`src/rtl/me_blt_ctrl.sv`:
```
// ---------------------------------------------------------------------------
// me_blt_ctrl
// Player-bullet pool manager. Owns N_BLT bullet slots (visible flag, x, y)
// that the VGA bullet address generator reads. A fire request spawns a bullet
// just ahead of the ship in the lowest free slot. Live bullets climb SPEED
// pixels every frame. A bullet is retired when it would leave the top edge,
// or when collision logic clears it.
//
// Ports
//   clk         system clock
//   rst         synchronous reset, active-high
//   frame_tick  one-cycle pulse per video frame
//   fire        fire request level, sampled every cycle
//   ship_x      ship x in play-field coordinates (no 160 px screen offset)
//   ship_y      ship y
//   hit_clr     per-slot retire request from collision logic
//   me_blt_vi   slot visible flags, bit i = slot i
//   me_blt_x    packed x, slot i at [i*CW +: CW]
//   me_blt_y    packed y, same packing
//   blt_drop    one-cycle pulse when a spawn is refused because the pool is full
//
// Every output comes straight from a register. The x/y fields of an
// invisible slot keep stale values, so consumers must gate them on me_blt_vi.
// ---------------------------------------------------------------------------
module me_blt_ctrl #(
   parameter int N_BLT    = 13,
   parameter int CW       = 9,
   parameter int SPEED    = 4,
   parameter int X_OFS    = 5,
   parameter int COOLDOWN = 8
) (
   input  logic                clk,
   input  logic                rst,
   input  logic                frame_tick,
   input  logic                fire,
   input  logic [CW-1:0]       ship_x,
   input  logic [CW-1:0]       ship_y,
   input  logic [N_BLT-1:0]    hit_clr,
   output logic [N_BLT-1:0]    me_blt_vi,
   output logic [N_BLT*CW-1:0] me_blt_x,
   output logic [N_BLT*CW-1:0] me_blt_y,
   output logic                blt_drop
);

   localparam int IW  = (N_BLT < 2) ? 1 : $clog2(N_BLT);
   localparam int CCW = (COOLDOWN < 2) ? 1 : $clog2(COOLDOWN + 1);

   typedef enum logic [1:0] {
      IDLE,
      SPAWN,
      COOL
   } state_t;

   state_t         state, state_nxt;
   logic [CCW-1:0] cool_cnt, cool_nxt;
   logic           drop_nxt;
   logic           spawn_en;
   logic           free_found;
   logic [IW-1:0]  free_idx;

   // Find the lowest-numbered invisible slot. The search uses the registered
   // visible flags. A slot that is retired in the current cycle therefore
   // cannot be reused until the following cycle.
   always_comb begin
      free_found = 1'b0;
      free_idx   = '0;
      for (int i = N_BLT - 1; i >= 0; i--) begin
         if (!me_blt_vi[i]) begin
            free_found = 1'b1;
            free_idx   = IW'(i);
         end
      end
   end

   // State register, cooldown counter and drop pulse. The spawn FSM moves
   // through these steps: wait for fire, then spend one cycle placing the
   // bullet, then sit out the cooldown frames.
   always_ff @(posedge clk) begin
      if (rst) begin
         state    <= IDLE;
         cool_cnt <= '0;
         blt_drop <= 1'b0;
      end else begin
         state    <= state_nxt;
         cool_cnt <= cool_nxt;
         blt_drop <= drop_nxt;
      end
   end

   // Next-state logic. A refused spawn (pool full) goes straight back to
   // IDLE and does not charge a cooldown. While cooling, fire is ignored
   // and is not remembered.
   always_comb begin
      state_nxt = state;
      cool_nxt  = cool_cnt;
      drop_nxt  = 1'b0;
      spawn_en  = 1'b0;
      case (state)
         IDLE: begin
            if (fire) begin
               state_nxt = SPAWN;
            end
         end
         SPAWN: begin
            if (free_found) begin
               spawn_en = 1'b1;
               if (COOLDOWN == 0) begin
                  state_nxt = IDLE;
               end else begin
                  state_nxt = COOL;
                  cool_nxt  = CCW'(COOLDOWN);
               end
            end else begin
               drop_nxt  = 1'b1;
               state_nxt = IDLE;
            end
         end
         COOL: begin
            if (frame_tick) begin
               cool_nxt = cool_cnt - CCW'(1);
               if (cool_cnt == CCW'(1)) begin
                  state_nxt = IDLE;
               end
            end
         end
         default: begin
            state_nxt = IDLE;
         end
      endcase
   end

   // Per-slot update, highest priority first:
   //   1. A spawn write.
   //   2. A hit clear.
   //   3. Frame movement.
   // A freshly spawned slot therefore skips movement in its spawn cycle. A
   // bullet that cannot climb a full SPEED step is retired in place, so its
   // y value is not allowed to wrap.
   always_ff @(posedge clk) begin
      if (rst) begin
         me_blt_vi <= '0;
         me_blt_x  <= '0;
         me_blt_y  <= '0;
      end else begin
         for (int i = 0; i < N_BLT; i++) begin
            if (spawn_en && (free_idx == IW'(i))) begin
               me_blt_vi[i]          <= 1'b1;
               me_blt_x[i*CW +: CW]  <= ship_x + CW'(X_OFS);
               me_blt_y[i*CW +: CW]  <= ship_y;
            end else if (hit_clr[i]) begin
               me_blt_vi[i] <= 1'b0;
            end else if (frame_tick && me_blt_vi[i]) begin
               if (me_blt_y[i*CW +: CW] < CW'(SPEED)) begin
                  me_blt_vi[i] <= 1'b0;
               end else begin
                  me_blt_y[i*CW +: CW] <= me_blt_y[i*CW +: CW] - CW'(SPEED);
               end
            end
         end
      end
   end

endmodule

```
`config.mk`:
```
export PLATFORM = sky130hd
export DESIGN_NAME = me_blt_ctrl
export DESIGN_NICKNAME = d
export VERILOG_FILES = /design/src/rtl/me_blt_ctrl.sv
export SDC_FILE = /design/constraint.sdc
export NUM_CORES = 1
export LEC_CHECK = 0
export BUFFER_PORTS_ARGS = -buffer_cell sky130_fd_sc_hd__clkbuf_2
export CORE_UTILIZATION = 54
export DETAILED_ROUTE_END_ITERATION = 10
export PLACE_DENSITY_LB_ADDON = 0.2
export SKIP_CTS_REPAIR_TIMING = 1
export SLEW_MARGIN = 25
export SYNTH_ARGS = -nofsm -noshare
export SYNTH_HDL_FRONTEND = slang
export SYNTH_SLANG_ARGS = --single-unit
```
`constraint.sdc`:
```
create_clock -name clk -period 2.2 [get_ports clk]
set_input_delay 0.44 -clock clk [delete_from_list [all_inputs] [get_ports clk]]
set_output_delay 0.44 -clock clk [all_outputs]
set_load 0.01 [all_outputs]
```
==> results of run 1 <==
[critical path, delay by kind of cell (launching register included)]
family	cells	cell delay [ns]
buffers and inverters	1	0.18
AO/OA/AOI/OAI	2	0.29
AND/OR/NAND/NOR	3	1.15
flip-flops	1	0.33
[cell usage in the layout, fill, tap and decap left out, drive strengths merged, types with 6 or more instances in the layout]
cell type / instances
mux2i: 49
xor2: 25
or3: 14
mux2: 6
nand3: 44
a31oi: 17
o211ai: 6
nor4: 26
nand2: 154
o31ai: 10
clkinv: 7
buf: 84
nand4: 11
nand2b: 6
nand3b: 33
ha: 16
a21oi: 116
nor3: 55
inv: 40
dfxtp: 254
nor2b: 6
or4: 6
or2: 9
nor2: 117
a31o: 12
o21ai: 27
clkbuf: 317
a211oi: 116
xnor2: 28
nand4b: 6
[flip-flops by register name, indices dropped and copies added (netlist names)]
register	count
me_blt_y	117
blt_drop	1
me_blt_vi	13
state	2
me_blt_x	117
cool_cnt	4
[per-layer routing]
metal,vias up,GRT usage (%),wire (um)
li1,5557,-,-
met1,5531,43.4,15600
met2,598,54.2,17500
met3,104,7.96,3880
met4,0,14.4,1790
met5,-,0,0
[metrics by stage]
step | hold slack (ns) | cell area, um^2 | cells
after floorplan | 0.445 | 11800 | 1381
after global placement | 0.441 | 13900 | 1913
after detailed placement | 0.447 | 13900 | 1913
after CTS | 0.168 | 14800 | 1961
after global routing | 0.171 | 14900 | 1961
final | 0.186 | 14900 | 1961
[worst paths after layout]
path / from / to / cells after the start
max: state[1] / me_blt_y[91] / 6
min: fire / state[0] / 2
max reg2reg: state[1] / me_blt_y[91] / 6
min reg2reg: me_blt_x[110] / me_blt_x[110] / 2
[where the power goes]
part           internal [uW]  leakage [uW]  total, uW  switching (uW)
clock                   3000      0.000472       4860            1860
combinational            190       0.00367        625             435
sequential              4640       0.00205       4670            35.2
[cells by family (layout without fill, tap and decap cells)]
kind of cell               count (synthesis)  in the layout
muxes                                     55             55
buffers and inverters                    148            453
xor gates and xnor gates                  53             53
AOI/OAI and AO/OA                        346            346
adders and majority gates                 16             16
and+or+nand+nor                          509            509
DFF                                      254            254
[final cells by class]
class                           count  area share (%)
Timing Repair Buffer              365            14.7
Sequential cell                   254            34.2
Clock inverter                     12            1.27
Clock buffer                       36            5.11
Tap cell                          275            2.31
Multi-Input combinational cell    979            41.4
Inverter                           40            1.01
==> summary.md, run 1 <==
| Metric | Value |
|---|---|
| Yosys top cell by area | `dfxtp_1` |
| Initial antenna violation count | `0` |
| Tot GR Track Use | `33.8%` |
| DIE HEIGHT | `150 um` |
| RSZ-0062 raised after global routing | `false` |
| Critical path's largest stage delay | `0.59 ns` |
| Post-Place Setup Slack | `0.0423 ns` |
| Clock Tree Buf Depth | `3` |
| Detailed placement HPWL | `26800 um` |
| Final hold vios | `0` |
| Vias in the first global route | `10900` |
| Iter 0 DRT Violations | `942` |
| Clk_skew | `0.00821 ns` |
| Commonest cells post-synth | `dfxtp_1, nand2_1, a211oi_1, a21oi_1, nor2_1` |
| Crit start category | `flip-flop` |
| Core area | `0.0212 mm^2` |
| Slowest-stage cell, CP | `or4b_4` |
| Fin crit share | `95.9%` |
| Routed len/inst | `19.8 um` |
| Most common cell in the netlist | `dfxtp_1` |
| PortBufs | `282` |
| Root buf cell | `clkbuf_16` |
| Compound-cell area share of the yosys netlist | `19.6%` |
| Slew Limit Fails | `0` |
| CTS tree | `yes` |
| Area share of the leading cell type in the synthesized netlist | `43.3%` |
| Diode count | `0` |
| TritonCTS Buffers | `27` |
| Outcome | `finished clean` |
| Yosys cell types | `68` |
| Synth Cell Area | `0.0118 mm^2` |
| Routed via count | `11800` |
| Worst Path Max Fanout | `25` |
| Largest family of logic cells by synthesized area | `simple AND/OR/NAND/NOR gates` |
| Slew @ Worst Pin | `0.777 ns` |
| MaxCap Viol Count | `0` |
| Ys flop type | `dfxtp_1` |
| Final GP Congestion | `0.933` |
| Mux share of post-synthesis cell area | `4.75%` |
| Clk pin slew, worst setup/hold paths | `0.06 ns` |
| Post-synthesis adder-cell area fraction | `1.70%` |
| Peak VDD IR | `0.719 mV` |
| I/O pin total | `283` |
| Area contributors post-synth | `dfxtp_1, a211oi_1, a21oi_1` |
| Area delta synth->final | `26.5%` |
| Post-layout util | `70.3%` |
| Setup tns final | `0 ns` |
| Initial Utilization | `55.6%` |
| R2R Setup Slk | `0.09 ns` |
| Clk sinks | `254` |
| Pleak | `0.00619 uW` |
| Total power | `10200 uW` |
| XOR/XNOR Fraction of Synth Area | `3.95%` |
| Chip width | `150 um` |
| CP Capture Type | `flip-flop` |
| Fillcell total | `1728` |
| Final Worst Setup Slack | `0.0894 ns` |
| CTS H-Tree Depth | `1` |
| Drt pass-1 iters | `5` |
| Yosys warnings | `0` |
| Minimum clock period | `2.11 ns` |
| Critical Path, Cell by Cell | `nand4b_4, or4b_4, or3_1, buf_12, o21ai_0, a21oi_1` |
| Cell Pwr Density | `683 mW/mm^2` |
| Worst path arrival time | `2.50 ns` |
| Largest net degree at the start of global routing | `125` |
| Die Area | `0.0224 mm^2` |
| Synthesized instance count | `1381` |
| ANT nets after route | `0` |
| Worst EP required | `2.59 ns` |
| Max-Slew Margin vs Limit | `48.2%` |
| Total grt overflow | `0` |
| Synth Net Count | `1432` |
| Achievable Freq | `0.474 GHz` |
| Worst-Skew Late Latency | `0.53 ns` |
| Ratio of cells with drive above 1 in the final layout | `27.6%` |
| Vias/cell | `6.01` |
| Total wire length | `38800 um` |
| Post-synth EDFFs | `0` |
| Worst Hold Class | `input port to flip-flop` |
| Nets@finish | `1718` |
| Global-route wire length before repair | `59000 um` |
| Synthesized area per cell | `8.51 um^2` |
| Detailed-route DRC error count | `0` |
| WS Path Type | `flip-flop to flip-flop` |
| Num rows | `53` |
| Post-synthesis sequential area ratio | `43.3%` |
| Storage element area | `0.00509 mm^2` |
| Endpoints failing setup | `0` |
| Area occupied by multi-input gates | `0.00616 mm^2` |
| Post-synthesis simple-gate area fraction | `21.5%` |
| Synth Register Bits | `254` |
| Post-synth ARST share | `0%` |
No activity file was read; power rests on OpenSTA's default activity.
==> inputs of run 2 (changes only) <==
- CTS_BUF_LIST: default -> sky130_fd_sc_hd__clkbuf_4 sky130_fd_sc_hd__clkbuf_8 sky130_fd_sc_hd__clkbuf_16
==> run 2 against run 1 <==
  * Register-to-register slack barely moved
  * Clock skew rose by 0.00082 ns
  * Maximum frequency barely moved
  * Largest power group unchanged
  * Routed wire length barely moved
  * Count of clock-buffer cells in the layout did not move
  * Hold slack got worse by 0.0033 ns
==> summary.md, run 2 (synthesis results as in run 1) <==
| Metric | Value |
|---|---|
| DIE HEIGHT | `150 um (unchanged)` |
| Root buf cell | `clkbuf_16 (unchanged)` |
| PortBufs | `282 (unchanged)` |
| Outcome | `finished clean (unchanged)` |
| Drt pass-1 iters | `7 (was 5)` |
| Total wire length | `38800 um (about the same)` |
| RSZ-0062 raised after global routing | `false (unchanged)` |
| Vias in the first global route | `11000 (was 10900)` |
| Initial Utilization | `55.6% (unchanged)` |
| Commonest non-fill, non-tap cell in the layout | `clkbuf_2 (unchanged)` |
| Largest regs | `me_blt_x (117), me_blt_y (117), me_blt_vi (13) (unchanged)` |
| WS Path Type | `flip-flop to flip-flop (unchanged)` |
| Worst-Skew Late Latency | `0.53 ns (about the same)` |
| Global-route wire length before repair | `59000 um (about the same)` |
| CTS H-Tree Depth | `1 (unchanged)` |
| Achievable Freq | `0.473 GHz (was 0.474 GHz)` |
| Minimum clock period | `2.11 ns (about the same)` |
| Slew Limit Fails | `0 (unchanged)` |
| Clk sinks | `254 (unchanged)` |
| Slew @ Worst Pin | `0.782 ns (was 0.777 ns)` |
| Chip width | `150 um (unchanged)` |
| Peak VDD IR | `0.727 mV (was 0.719 mV)` |
| Post-route cell area | `0.0149 mm^2 (about the same)` |
| ANT nets after route | `0 (unchanged)` |
| TritonCTS Buffers | `27 (unchanged)` |
| Routed len/inst | `19.8 um (about the same)` |
| Initial antenna violation count | `0 (unchanged)` |
| Worst Path Max Fanout | `25 (unchanged)` |
| Routed via count | `11800 (about the same)` |
| Num rows | `53 (unchanged)` |
| Logic pwr share | `6.1% (was 6.2%)` |
| Crit start category | `flip-flop (unchanged)` |
| CP Capture Type | `flip-flop (unchanged)` |
| Placement Cell Area | `0.0139 mm^2 (unchanged)` |
| Sequential share of power | `45.8% (was 46.0%)` |
| Largest net degree at the start of global routing | `125 (unchanged)` |
| Worst path arrival time | `2.50 ns (about the same)` |
| Clk pin slew, worst setup/hold paths | `0.06 ns (about the same)` |
| Endpoints failing setup | `0 (unchanged)` |
| Detailed placement HPWL | `26800 um (unchanged)` |
| Clock Tree Buf Depth | `3 (unchanged)` |
| P_int | `7870 uW (was 7820 uW)` |
| Worst EP required | `2.59 ns (about the same)` |
| Sw Pwr | `2330 uW (about the same)` |
| Clk_skew | `0.00903 ns (was 0.00821 ns)` |
| Worst Hold Class | `input port to flip-flop (unchanged)` |
| Area delta synth->final | `26.6% (was 26.5%)` |
| Fin crit share | `96.0% (was 95.9%)` |
| R2R Setup Slk | `0.09 ns (about the same)` |
| Fillcell total | `1724 (was 1728)` |
| CTS tree | `yes (unchanged)` |
| Commonest non-fill, non-tap cells in the layout | `clkbuf_2, dfxtp_1, nand2_1 (unchanged)` |
| Detailed-route DRC error count | `0 (unchanged)` |
| Final GP Congestion | `0.933 (unchanged)` |
| I/O pin total | `283 (unchanged)` |
| Setup tns final | `0 ns (unchanged)` |
| Total grt overflow | `0 (unchanged)` |
| Nets@finish | `1718 (unchanged)` |
| Final hold vios | `0 (unchanged)` |
| Die Area | `0.0224 mm^2 (unchanged)` |
| Core area | `0.0212 mm^2 (unchanged)` |
| Cell Pwr Density | `686 mW/mm^2 (was 683 mW/mm^2)` |
| Diode count | `0 (unchanged)` |
| Switching share of power | `22.8% (was 23.0%)` |
| Clock power frac | `48.1% (was 47.8%)` |
| Tot GR Track Use | `33.8% (about the same)` |
| Iter 0 DRT Violations | `998 (was 942)` |
| Pleak | `0.00620 uW (was 0.00619 uW)` |
| Vias/cell | `6.03 (was 6.01)` |
| Max-Slew Margin vs Limit | `47.8% (was 48.2%)` |
| Ratio of cells with drive above 1 in the final layout | `27.9% (was 27.6%)` |
| MaxCap Viol Count | `0 (unchanged)` |
run 2: cell counts in the layout (fill, tap and decap cells not counted):
No cell type changed its count.
run 2: final cells by class:
class | instances | area [um^2] | share of cell area [%]
sequential | 254 | 5090 | 34.2
timing repair buffer | 365 | 2180 | 14.6
tap | 275 | 344 | 2.31
clock buffer | 36 | 774 | 5.20
clock inverter | 12 | 189 | 1.27
inverter | 40 | 150 | 1.01
multi-input combinational | 979 | 6160 | 41.4
run 2: layer usage:
layer / wire length, um / track usage (%) / share of wire (%) / vias up
met3: 3850 / 7.96 / 9.9 / 101
met1: 15700 / 43.3 / 40 / 5554
li1: - / - / - / 5563
met4: 1660 / 14.4 / 4.3 / 0
met2: 17600 / 54.3 / 45 / 604
met5: 0 / 0 / 0 / -
run 2: metrics by stage:
| step | setup WS [ns] | std cells | util (%) | total power (uW) | hold WS, ns |
|---|---|---|---|---|---|
| final | 0.0879 | 1961 | 70.3 | 10200 | 0.182 |
| after global routing | 0.000889 | 1961 | 70.3 | 10500 | 0.171 |
| after CTS | 0.0123 | 1961 | 70.3 | 10200 | 0.168 |
| after detailed placement | 0.0423 | 1913 | 65.7 | 5390 | 0.447 |
| after global placement | 0.0982 | 1913 | 65.7 | 5380 | 0.441 |
| after floorplan | 0.0505 | 1381 | - | 5090 | 0.445 |
run 2: power groups by stage:
stage          sequential [uW]  clock [uW]  combinational (uW)
6_report                  4670        4900                 626
5_1_grt                   4680        5140                 657
4_1_cts                   4670        4940                 617
3_5_place_dp              4770           0                 614
3_3_place_gp              4770           0                 607
2_1_floorplan             4780           0                 304
run 2: path summary, 6_finish.rpt:
path | start | endpoint | cells after the start
setup / recovery | state[1] | me_blt_y[91] | 6
hold / removal | fire | state[0] | 2
setup reg to reg | state[1] | me_blt_y[91] | 6
hold reg to reg | me_blt_x[10] | me_blt_x[10] | 2
run 2: critical path, cell delays in order (launching register included):
cell and delay [ns]:
dfxtp_1 0.33, nand4b_4 0.19, or4b_4 0.59, or3_1 0.37, buf_12 0.19, o21ai_0 0.20
a21oi_1 0.09
==> inputs of run 3 (changes only) <==
- ABC_AREA: default -> 1
==> run 3 against run 2 <==
  * Synthesized cell count rose by 15%
  * Design area is 0.65% higher
  * Combinational power is 9.4% higher
  * Routed wire length fell by 0.57%
  * Via count up 2.7%
  * Critical endpoint is now me_blt_x[14]
  * Largest power group unchanged
==> summary.md, run 3 <==
| Metric | Value |
|---|---|
| Initial antenna violation count | `1 (was 0)` |
| Diode count | `0 (unchanged)` |
| Total wire length | `38600 um (was 38800 um)` |
| Final hold vios | `0 (unchanged)` |
| Worst Path Max Fanout | `11 (was 25)` |
| Iter 0 DRT Violations | `861 (was 998)` |
| Worst Hold Class | `input port to flip-flop (unchanged)` |
| Commonest non-fill, non-tap cells in the layout | `clkbuf_2, nand2_1, dfxtp_1 (was clkbuf_2, dfxtp_1, nand2_1)` |
| Pleak | `0.00671 uW (was 0.00620 uW)` |
| Ys flop type | `dfxtp_1 (unchanged)` |
| Yosys top cell by area | `dfxtp_1 (unchanged)` |
| Peak VDD IR | `0.534 mV (was 0.727 mV)` |
| ANT nets after route | `0 (unchanged)` |
| Clk_skew | `0.0201 ns (was 0.00903 ns)` |
| Post-synth EDFFs | `0 (unchanged)` |
| TritonCTS Buffers | `27 (unchanged)` |
| Cell Pwr Density | `685 mW/mm^2 (was 686 mW/mm^2)` |
| Detailed-route DRC error count | `0 (unchanged)` |
| Area share of the leading cell type in the synthesized netlist | `43.2% (was 43.3%)` |
| Minimum clock period | `2.10 ns (was 2.11 ns)` |
| Global-route wire length before repair | `58200 um (was 59000 um)` |
| Slew Limit Fails | `0 (unchanged)` |
| Num rows | `53 (unchanged)` |
| Cell mode on critical path | `nand4_4` |
| Worst path arrival time | `2.55 ns (was 2.50 ns)` |
| Outcome | `finished clean (unchanged)` |
| MaxCap Viol Count | `0 (unchanged)` |
| Min Hold Slack | `0.144 ns (was 0.182 ns)` |
| Achievable Freq | `0.476 GHz (was 0.473 GHz)` |
| CP Capture Type | `flip-flop (unchanged)` |
| Most common cell in the netlist | `nand2_1 (was dfxtp_1)` |
| Tot GR Track Use | `33.2% (was 33.8%)` |
| WS Path Type | `flip-flop to flip-flop (unchanged)` |
| Root buf cell | `clkbuf_16 (unchanged)` |
| CTS tree | `yes (unchanged)` |
| Ratio of cells with drive above 1 in the final layout | `23.5% (was 27.9%)` |
| Clk pin slew, worst setup/hold paths | `0.06 ns (about the same)` |
| Critical Path, Cell by Cell | `nand4_4, a21oi_4, nor2_1, nor3_4, buf_12, nand4_4, inv_2, nand2_1, a21oi_1 (was nand4b_4, or4b_4, or3_1, buf_12, o21ai_0, a21oi_1)` |
| Synthesized area per cell | `7.41 um^2 (was 8.51 um^2)` |
| I/O pin total | `283 (unchanged)` |
| Largest regs | `me_blt_x (117), me_blt_y (117), me_blt_vi (13) (unchanged)` |
| Nets@finish | `1942 (was 1718)` |
| Post-synth ARST share | `0% (unchanged)` |
| Max-Slew Margin vs Limit | `55.5% (was 47.8%)` |
| Slew @ Worst Pin | `0.666 ns (was 0.782 ns)` |
| Chip width | `150 um (about the same)` |
| Yosys cell types | `41 (was 68)` |
| Post-synthesis sequential area ratio | `43.2% (was 43.3%)` |
| Synthesized instance count | `1589 (was 1381)` |
| Detailed placement HPWL | `26700 um (was 26800 um)` |
| Die Area | `0.0224 mm^2 (about the same)` |
| Clk sinks | `254 (unchanged)` |
| Endpoints failing setup | `0 (unchanged)` |
| Yosys warnings | `0 (unchanged)` |
| Core area | `0.0212 mm^2 (about the same)` |
| Clock Tree Buf Depth | `3 (unchanged)` |
| Commonest non-fill, non-tap cell in the layout | `clkbuf_2 (unchanged)` |
| Placement Cell Area | `0.0138 mm^2 (was 0.0139 mm^2)` |
| Worst-Skew Late Latency | `0.54 ns (was 0.53 ns)` |
| Final GP Congestion | `0.906 (was 0.933)` |
| Synth Cell Area | `0.0118 mm^2 (about the same)` |
| Synth Register Bits | `254 (unchanged)` |
| Drt pass-1 iters | `5 (was 7)` |
| Commonest cells post-synth | `nand2_1, dfxtp_1, a21oi_1 (was dfxtp_1, nand2_1, a211oi_1, a21oi_1, nor2_1)` |
| DIE HEIGHT | `150 um (about the same)` |
| Slowest-stage cell, CP | `dfxtp_1 (was or4b_4)` |
| Area delta synth->final | `27.2% (was 26.6%)` |
| Critical path's largest stage delay | `0.47 ns (was 0.59 ns)` |
| Post-route cell area | `0.0150 mm^2 (was 0.0149 mm^2)` |
| Routed len/inst | `17.6 um (was 19.8 um)` |
| Vias in the first global route | `10800 (was 11000)` |
| Largest net degree at the start of global routing | `111 (was 125)` |
| Routed via count | `12100 (was 11800)` |
| CTS H-Tree Depth | `1 (unchanged)` |
| Vias/cell | `5.55 (was 6.03)` |
| Worst EP required | `2.64 ns (was 2.59 ns)` |
| PortBufs | `282 (unchanged)` |
| Area contributors post-synth | `dfxtp_1, a21oi_1, nand2_1 (was dfxtp_1, a211oi_1, a21oi_1)` |
| Crit start category | `flip-flop (unchanged)` |
| Total grt overflow | `0 (unchanged)` |
| Synth Net Count | `1640 (was 1432)` |
| Initial Utilization | `55.5% (was 55.6%)` |
| Fillcell total | `1761 (was 1724)` |
| Fin crit share | `95.5% (was 96.0%)` |
-- run 3: cells by family (layout without fill, tap and decap cells) --
family | after synthesis | in the layout | synth area share (%)
buf+inv | 252 | 575 | 8.38
compound gates | 408 | 408 | 18.1
flops | 254 | 254 | 43.2
simple gates | 575 | 575 | 22.3
fa+ha+maj | 16 | 16 | 1.70
xor+xnor | 84 | 84 | 6.25
-- run 3: routing by layer --
layer	GRT usage, %	up-vias	wire length, um
met2	52.5	579	17500
met4	13.1	0	1430
met3	6.65	99	3560
met1	44.4	5604	16100
met5	0	-	0
li1	-	5862	-
-- run 3: area by class of cell --
class                      count  area [um^2]  area share, %
clock inverter                16          223           1.49
inverter                     170          653           4.36
multi-input combinational   1083         5770           38.5
tap                          275          344           2.30
clock buffer                  34          741           4.95
sequential                   254         5090           34.0
timing repair buffer         355         2160           14.4
-- run 3: path summary, 6_finish.rpt --
kind                              startpoint      endpoint  slack, ns  cells past startpoint
worst max-delay path            me_blt_vi[6]  me_blt_x[14]        0.1                      9
worst min-delay path                    fire      state[0]       0.14                      3
worst max register to register  me_blt_vi[6]  me_blt_x[14]        0.1                      9
worst min register to register      state[0]      state[0]       0.42                      1
-- run 3: per-stage QoR --
stage | power (uW) | setup TNS [ns] | setup WS [ns] | cells | utilization (%)
floorplan | 5130 | 0 | 0.222 | 1589 | -
global placement | 5430 | 0 | 0.152 | 2131 | 65.1
detailed placement | 5430 | 0 | 0.0735 | 2131 | 65.1
CTS | 10200 | 0 | 0.0485 | 2181 | 69.7
global route | 10600 | -0.0462 | -0.0426 | 2187 | 70.6
finish | 10300 | 0 | 0.0986 | 2187 | 70.6
-- run 3: critical path, delay by kind of cell, from the launching register on --
kind,cells,cell delay (ns)
AO/OA/AOI/OAI,2,0.36
buffers and inverters,2,0.38
flip-flops,1,0.47
AND/OR/NAND/NOR,5,0.80
-- run 3: power breakdown --
part	switching, uW	internal [uW]	leakage, uW	total [uW]
Clock	1920	2990	0.000470	4910
Combinational	474	211	0.00419	685
Sequential	35.9	4640	0.00205	4680
Total	2430	7840	0.00671	10300
